### src/rtl/regs.sv
// regs: RV32I integer register file (32 x XLEN, x0 hardwired to zero) with
// two combinational read ports, one synchronous write-back port, and a
// per-register pending-write scoreboard used by ID for RAW hazard detection.
// Optional feature macro: REGS_WB_BYPASS_EN (write-first forwarding of the
// write-back value and retiring writer onto the read ports).
module regs #(
  parameter int XLEN   = 32,
  parameter int PEND_W = 2
) (
  input  logic            clk,
  input  logic            rst_n,
  input  logic [4:0]      id_reg1_raddr_i,
  input  logic [4:0]      id_reg2_raddr_i,
  output logic [XLEN-1:0] regs_reg1_rdata_o,
  output logic [XLEN-1:0] regs_reg2_rdata_o,
  output logic            regs_reg1_busy_o,
  output logic            regs_reg2_busy_o,
  input  logic            id_alloc_i,
  input  logic [4:0]      id_reg_waddr_i,
  output logic            regs_alloc_ready_o,
  input  logic            wb_we_i,
  input  logic [4:0]      wb_waddr_i,
  input  logic [XLEN-1:0] wb_wdata_i,
  output logic            regs_sb_err_o
);

  localparam logic [PEND_W-1:0] CNT_MAX = '1;
  localparam logic [PEND_W-1:0] CNT_ONE = PEND_W'(1);

  logic [XLEN-1:0]   rf  [32];
  logic [PEND_W-1:0] cnt [32];
  logic              sb_err;

  logic        wb_hit;
  logic        alloc_hit;
  logic [31:0] inc_vec;
  logic [31:0] dec_vec;
  logic        underflow;

  // Qualified write-back and allocation strobes, decoded to one-hot per register
  always_comb begin
    wb_hit    = wb_we_i && (wb_waddr_i != '0);
    alloc_hit = id_alloc_i && regs_alloc_ready_o && (id_reg_waddr_i != '0);
    inc_vec   = '0;
    dec_vec   = '0;
    if (alloc_hit) inc_vec[id_reg_waddr_i] = 1'b1;
    if (wb_hit)    dec_vec[wb_waddr_i]     = 1'b1;
    underflow = wb_hit && (cnt[wb_waddr_i] == '0) && !inc_vec[wb_waddr_i];
  end

  // Allocation is accepted only while the target counter has headroom
  always_comb begin
    regs_alloc_ready_o = (id_reg_waddr_i == '0) || (cnt[id_reg_waddr_i] != CNT_MAX);
  end

  // Register storage; x0 is never written
  always_ff @(posedge clk or negedge rst_n) begin
    if (!rst_n) begin
      for (int unsigned i = 0; i < 32; i++) rf[i] <= '0;
    end else if (wb_hit) begin
      rf[wb_waddr_i] <= wb_wdata_i;
    end
  end

  // Pending-writer counters: simultaneous alloc and retire on one register cancel
  always_ff @(posedge clk or negedge rst_n) begin
    if (!rst_n) begin
      for (int unsigned i = 0; i < 32; i++) cnt[i] <= '0;
    end else begin
      for (int unsigned r = 1; r < 32; r++) begin
        if (inc_vec[r] && !dec_vec[r]) begin
          cnt[r] <= cnt[r] + CNT_ONE;
        end else if (dec_vec[r] && !inc_vec[r] && (cnt[r] != '0)) begin
          cnt[r] <= cnt[r] - CNT_ONE;
        end
      end
    end
  end

  // Sticky error on retiring a register that has no outstanding writer
  always_ff @(posedge clk or negedge rst_n) begin
    if (!rst_n)         sb_err <= 1'b0;
    else if (underflow) sb_err <= 1'b1;
  end

  assign regs_sb_err_o = sb_err;

`ifdef REGS_WB_BYPASS_EN
  logic fwd1;
  logic fwd2;

  // Read ports with write-first forwarding; forwarding is suppressed in reset
  // so the outputs hold their reset values regardless of WB activity
  always_comb begin
    fwd1 = rst_n && wb_hit && (wb_waddr_i == id_reg1_raddr_i);
    fwd2 = rst_n && wb_hit && (wb_waddr_i == id_reg2_raddr_i);
    regs_reg1_rdata_o = '0;
    regs_reg2_rdata_o = '0;
    if (id_reg1_raddr_i != '0) regs_reg1_rdata_o = fwd1 ? wb_wdata_i : rf[id_reg1_raddr_i];
    if (id_reg2_raddr_i != '0) regs_reg2_rdata_o = fwd2 ? wb_wdata_i : rf[id_reg2_raddr_i];
    // A retiring last writer (count 1) reads as not busy; count 0 stays not busy
    regs_reg1_busy_o = (id_reg1_raddr_i != '0) && (cnt[id_reg1_raddr_i] != '0) &&
                       !(fwd1 && (cnt[id_reg1_raddr_i] == CNT_ONE));
    regs_reg2_busy_o = (id_reg2_raddr_i != '0) && (cnt[id_reg2_raddr_i] != '0) &&
                       !(fwd2 && (cnt[id_reg2_raddr_i] == CNT_ONE));
  end
`else
  // Read ports observe pre-edge state only
  always_comb begin
    regs_reg1_rdata_o = '0;
    regs_reg2_rdata_o = '0;
    if (id_reg1_raddr_i != '0) regs_reg1_rdata_o = rf[id_reg1_raddr_i];
    if (id_reg2_raddr_i != '0) regs_reg2_rdata_o = rf[id_reg2_raddr_i];
    regs_reg1_busy_o = (id_reg1_raddr_i != '0) && (cnt[id_reg1_raddr_i] != '0);
    regs_reg2_busy_o = (id_reg2_raddr_i != '0) && (cnt[id_reg2_raddr_i] != '0);
  end
`endif

endmodule

### config.mk
export PLATFORM = sky130hd
export DESIGN_NAME = regs
export DESIGN_NICKNAME = d
export VERILOG_FILES = /design/src/rtl/regs.sv
export SDC_FILE = /design/constraint.sdc
export NUM_CORES = 2
export LEC_CHECK = 0
export CORE_UTILIZATION = 50
export CTS_BUF_LIST = sky130_fd_sc_hd__clkbuf_4
export DETAILED_ROUTE_END_ITERATION = 8
export PLACE_DENSITY = 0.69
export SLEW_MARGIN = 20
export SYNTH_ARGS = -nofsm -noshare
export SYNTH_HDL_FRONTEND = slang
export SYNTH_SLANG_ARGS = --single-unit
### constraint.sdc
create_clock -name clk -period 5.95 [get_ports clk]
set_input_delay 1.4875 -clock clk [delete_from_list [all_inputs] [get_ports clk]]
set_output_delay 1.4875 -clock clk [all_outputs]
set_load 0.05 [all_outputs]
==> run_summary.xml <==
<?xml version="1.0" encoding="UTF-8"?>
<metrics>
  <group name="cells_and_area">
    <metric name="fill_cells" unit="">9398</metric>
    <metric name="sequential_cell_area" unit="µm²">27200</metric>
    <metric name="layout_cell_share_with_drive_strength_beyond_1" unit="%">45.90</metric>
    <metric name="stdcell_count" unit="">6197</metric>
    <metric name="nNetsFinal" unit="">4548</metric>
    <metric name="area.growth.synth_to_final" unit="%">11.53</metric>
    <metric name="multiInputGateArea" unit="µm²">30320</metric>
  </group>
  <group name="worst_setup_path">
    <metric name="timing.critical_path.required" unit="ns">4.46</metric>
    <metric name="cp_num_buf_inv" unit="">3</metric>
    <metric name="startpoint_type" unit="">primary input</metric>
    <metric name="crit-reg2reg-capture" unit="">cnt[53]</metric>
    <metric name="arrival_time_of_the_worst_setup_path" unit="ns">3.98</metric>
    <metric name="critical_path_depth" unit="">7</metric>
    <metric name="crit-reg2reg-launch" unit="">cnt[24]</metric>
    <metric name="setup.worst_path.start" unit="">id_reg2_raddr_i[1]</metric>
    <metric name="timing.critical_path.fanout_max" unit="">78</metric>
    <metric name="worstSetupPathType" unit="">primary input to primary output</metric>
    <metric name="worstRegToRegCells" unit="">7</metric>
    <metric name="r2r_slack" unit="ns">2.53</metric>
    <metric name="sequence_of_cells_on_the_critical_path" unit="">buf_8, buf_12, mux4_2, mux4_2, mux2i_1, nor2_1, buf_4</metric>
    <metric name="timing.critical_path.mode_cell" unit="">sky130_fd_sc_hd__mux4_2</metric>
    <metric name="critPathSlowestCell" unit="">sky130_fd_sc_hd__buf_8</metric>
    <metric name="crit_path_max_incr_delay" unit="ns">0.54</metric>
    <metric name="setup.worst_path.end_class" unit="">primary output</metric>
    <metric name="endpoint_of_the_most_critical_setup_path" unit="">regs_reg2_rdata_o[17]</metric>
    <metric name="critPathTopFamily" unit="">multiplexers</metric>
  </group>
  <group name="drt">
    <metric name="drt-pass1-iter-count" unit="">6</metric>
    <metric name="postRouteWirelength" unit="µm">181900</metric>
    <metric name="vias" unit="">40670</metric>
    <metric name="drt_first_iter_violations" unit="">4635</metric>
    <metric name="via_per_inst" unit="">6.563</metric>
    <metric name="route.antenna.remaining_nets" unit="">0</metric>
    <metric name="avg_wl_per_cell" unit="µm">29.35</metric>
    <metric name="detail_route.drc_violations" unit="">0</metric>
  </group>
  <group name="yosys">
    <metric name="synth_async_sr_flop_share" unit="%">100.0</metric>
    <metric name="synth_nets" unit="">4416</metric>
    <metric name="synth_cell_type_count" unit="">65</metric>
    <metric name="synthesis.instances" unit="">4360</metric>
    <metric name="synthFlopType" unit="">sky130_fd_sc_hd__dfrtp_1</metric>
    <metric name="syn-cell-area" unit="µm²">59170</metric>
    <metric name="postSynthRegisterBits" unit="">1087</metric>
    <metric name="yosysSeqAreaShare" unit="%">45.97</metric>
    <metric name="ys.warnings.count" unit="">2</metric>
    <metric name="synth_enable_flop_cells" unit="">0</metric>
    <metric name="post_synth.cell_area_avg" unit="µm²">13.57</metric>
  </group>
  <group name="clock_network">
    <metric name="cts.repair.resized" unit="">0</metric>
    <metric name="tritoncts" unit="">built</metric>
    <metric name="post-cts-setup-buffer-count" unit="">0</metric>
    <metric name="post_cts_hold_buffer_count" unit="">0</metric>
    <metric name="tritoncts.num_buffers" unit="">307</metric>
    <metric name="cts_root_buffer" unit="">sky130_fd_sc_hd__clkbuf_4</metric>
    <metric name="clock_tree.buffer_depth" unit="">4</metric>
    <metric name="clk_transition_reported_paths" unit="ns">0.06</metric>
    <metric name="clock_sink_count" unit="">1087</metric>
    <metric name="htree_num_levels" unit="">5</metric>
    <metric name="clk-insertion-delay-late" unit="ns">1.19</metric>
  </group>
  <group name="timing">
    <metric name="final_period_utilization" unit="%">91.81</metric>
    <metric name="final_hold_viol_count" unit="">0</metric>
    <metric name="max_slew_margin" unit="%">23.06</metric>
    <metric name="rsz_0062_raised_after_global_routing" unit="">no</metric>
    <metric name="clock.fmax" unit="MHz">183.1</metric>
    <metric name="finalSetupViolCount" unit="">0</metric>
    <metric name="finalMaxSlewViolations" unit="">0</metric>
    <metric name="skew" unit="ns">0.06810</metric>
    <metric name="timing.final.crit_period" unit="ns">5.463</metric>
    <metric name="actual_transition_at_the_worst_max_transition_pin" unit="ns">1.154</metric>
    <metric name="fin_setup_tns" unit="ns">0</metric>
  </group>
  <group name="floorplan">
    <metric name="rows" unit="">125</metric>
    <metric name="die_x" unit="µm">346.0</metric>
    <metric name="core_area" unit="µm²">116700</metric>
    <metric name="top_level_ports" unit="">124</metric>
    <metric name="initial_core_util" unit="%">50.71</metric>
    <metric name="dieHeight" unit="µm">346.0</metric>
    <metric name="dieArea" unit="µm²">119700</metric>
  </group>
  <group name="power_and_ir_drop">
    <metric name="leakagePower" unit="nW">29.56</metric>
    <metric name="worst_vdd_rail_ir_drop" unit="mV">0.2135</metric>
    <metric name="p_per_area" unit="nW/µm²">328.5</metric>
    <metric name="fin_total_pwr" unit="mW">21.68</metric>
  </group>
  <group name="min_path">
    <metric name="worst_min_path_class" unit="">flip-flop to flip-flop</metric>
  </group>
  <group name="global_routing">
    <metric name="grt_start_max_net_pins" unit="">136</metric>
    <metric name="gr-total-overflow" unit="">0</metric>
    <metric name="grt_use_total" unit="%">30.96</metric>
    <metric name="grt_antenna_before_repair" unit="">8</metric>
    <metric name="grt_first_pass_wirelength" unit="µm">274200</metric>
    <metric name="met3_usage_grt" unit="%">8.073</metric>
    <metric name="top_usage_layer" unit="">met2</metric>
    <metric name="first_global_vias" unit="">42000</metric>
    <metric name="grt_util_met1" unit="%">41.86</metric>
    <metric name="groute.layer.met2.usage" unit="%">47.73</metric>
  </group>
  <group name="placed_design">
    <metric name="place.port_buffers" unit="">123</metric>
    <metric name="dp.final_hpwl" unit="µm">102900</metric>
    <metric name="numPlacedInstances" unit="">5707</metric>
    <metric name="placer_congestion_estimate" unit="">0.9074</metric>
  </group>
  <group name="flow_run">
    <metric name="maxCapViolations" unit="">0</metric>
  </group>
  <group name="run_status">
    <metric name="outcome" unit="">completed</metric>
  </group>
</metrics>
cell usage after synthesis, types with 6 or more instances:
| master | count | share of area, % |
|---|---|---|
| sky130_fd_sc_hd__clkbuf_1 | 327 | 2.1 |
| sky130_fd_sc_hd__buf_4 | 9 | 0.11 |
| sky130_fd_sc_hd__a21oi_1 | 15 | 0.13 |
| sky130_fd_sc_hd__a31oi_1 | 23 | 0.24 |
| sky130_fd_sc_hd__nand3_2 | 8 | 0.14 |
| sky130_fd_sc_hd__nand3_1 | 30 | 0.25 |
| sky130_fd_sc_hd__mux4_2 | 666 | 25 |
| sky130_fd_sc_hd__o21a_1 | 6 | 0.076 |
| sky130_fd_sc_hd__xnor2_1 | 24 | 0.36 |
| sky130_fd_sc_hd__inv_1 | 11 | 0.070 |
| sky130_fd_sc_hd__nor2_1 | 148 | 0.94 |
| sky130_fd_sc_hd__o21ba_1 | 7 | 0.12 |
| sky130_fd_sc_hd__buf_6 | 7 | 0.13 |
| sky130_fd_sc_hd__nand2_1 | 898 | 5.7 |
| sky130_fd_sc_hd__nor3_1 | 8 | 0.068 |
| sky130_fd_sc_hd__dfrtp_1 | 1087 | 46 |
| sky130_fd_sc_hd__a22oi_1 | 20 | 0.25 |
| sky130_fd_sc_hd__mux2i_1 | 69 | 1.2 |
| sky130_fd_sc_hd__and3_1 | 9 | 0.095 |
| sky130_fd_sc_hd__mux2_2 | 722 | 14 |
| sky130_fd_sc_hd__buf_1 | 48 | 0.30 |
| sky130_fd_sc_hd__a22o_1 | 9 | 0.13 |
| sky130_fd_sc_hd__o22a_1 | 9 | 0.13 |
| sky130_fd_sc_hd__and4_4 | 6 | 0.11 |
| sky130_fd_sc_hd__nand3_4 | 6 | 0.18 |
| sky130_fd_sc_hd__buf_2 | 57 | 0.48 |
| sky130_fd_sc_hd__o21ai_0 | 20 | 0.17 |
| sky130_fd_sc_hd__a211oi_1 | 19 | 0.24 |
| sky130_fd_sc_hd__nand4_1 | 6 | 0.063 |
| sky130_fd_sc_hd__nor2b_1 | 10 | 0.11 |
report_power, final:
part           internal [mW]  total [mW]  switching, mW  leakage, nW
Sequential              8.77        9.86           1.10         14.0
Combinational           2.88        5.18           2.30         13.5
Clock                   3.42        6.64           3.22         2.12
Total                   15.1        21.7           6.62         29.6
worst reg2reg max path, stage by stage (launching register included):
cell and delay (ns):
sky130_fd_sc_hd__dfrtp_1 0.45, sky130_fd_sc_hd__mux4_2 0.52, sky130_fd_sc_hd__a222oi_1 0.44, sky130_fd_sc_hd__a32o_2 0.26, sky130_fd_sc_hd__buf_4 0.61, sky130_fd_sc_hd__and3_1 0.58
sky130_fd_sc_hd__a31oi_1 0.17, sky130_fd_sc_hd__a211oi_1 0.25
state kept, by name, indices dropped and copies added, names as in the netlist:
signal,cells
cnt,62
regs_sb_err_o,1
rf,1024
cell usage in the layout (no fill, tap or decap), types with 19 or more instances in the layout:
cell	instances
sky130_fd_sc_hd__dfrtp_1	1087
sky130_fd_sc_hd__nand2_1	881
sky130_fd_sc_hd__mux2_2	722
sky130_fd_sc_hd__mux4_2	666
sky130_fd_sc_hd__clkbuf_4	415
sky130_fd_sc_hd__buf_4	154
sky130_fd_sc_hd__nor2_1	127
sky130_fd_sc_hd__mux2i_1	69
sky130_fd_sc_hd__buf_12	65
sky130_fd_sc_hd__clkinv_1	52
sky130_fd_sc_hd__clkdlybuf4s50_1	34
sky130_fd_sc_hd__nand3_1	29
sky130_fd_sc_hd__xnor2_1	24
sky130_fd_sc_hd__nor2_4	23
sky130_fd_sc_hd__a31oi_1	23
sky130_fd_sc_hd__a22oi_1	20
sky130_fd_sc_hd__o21ai_0	20
sky130_fd_sc_hd__a211oi_1	19
cell type report:
class / instances / area share (%)
Antenna cell: 2 / 0.007584
Clock buffer: 415 / 4.721
Clock inverter: 73 / 0.6371
Inverter: 12 / 0.06826
Multi-Input combinational cell: 2811 / 45.95
Sequential cell: 1087 / 41.22
Tap cell: 1524 / 2.890
Timing Repair Buffer: 273 / 4.505
per-stage QoR:
stage / cell area, µm² / setup slack [ns] / hold slack [ns] / utilization (%)
2_1_floorplan: 59170 / 0.7027 / 0.4246 / -
3_3_place_gp: 62500 / 0.4740 / 0.3615 / 53.57
3_5_place_dp: 62500 / 0.4589 / 0.3635 / 53.57
4_1_cts: 66040 / 0.4578 / 0.3146 / 56.60
5_1_grt: 65990 / 0.3819 / 0.3764 / 56.56
6_report: 65990 / 0.4874 / 0.3776 / 56.56
per-layer routing:
layer | part of all wire [%] | up-vias
met5 | 0.049 | -
li1 | - | 16540
met2 | 47 | 2196
met4 | 4.0 | 12
met1 | 39 | 21480
met3 | 9.9 | 448
cell families (layout without fill, tap and decap cells):
| family | Yosys count | count (layout) | synth area share [%] |
|---|---|---|---|
| xor gates and xnor gates | 25 | 25 | 0.3701 |
| DFF | 1087 | 1087 | 45.97 |
| and+or+nand+nor | 1168 | 1168 | 8.178 |
| AOI/OAI and AO/OA | 161 | 161 | 1.990 |
| other | 0 | 2 | 0 |
| buffers and inverters | 462 | 773 | 3.227 |
| muxes | 1457 | 1457 | 40.26 |
how the worst min path moves through the flow:
stage | to | cells past startpoint | start
finish | rf[1005] | 0 | rf[1005]
global route | rf[98] | 1 | rst_n
CTS | rf[98] | 1 | rst_n
detailed placement | rf[999] | 0 | rf[999]
global placement | rf[1015] | 0 | rf[1015]
floorplan | rf[1004] | 1 | rf[1004]
(Power assumes the default switching activity.)
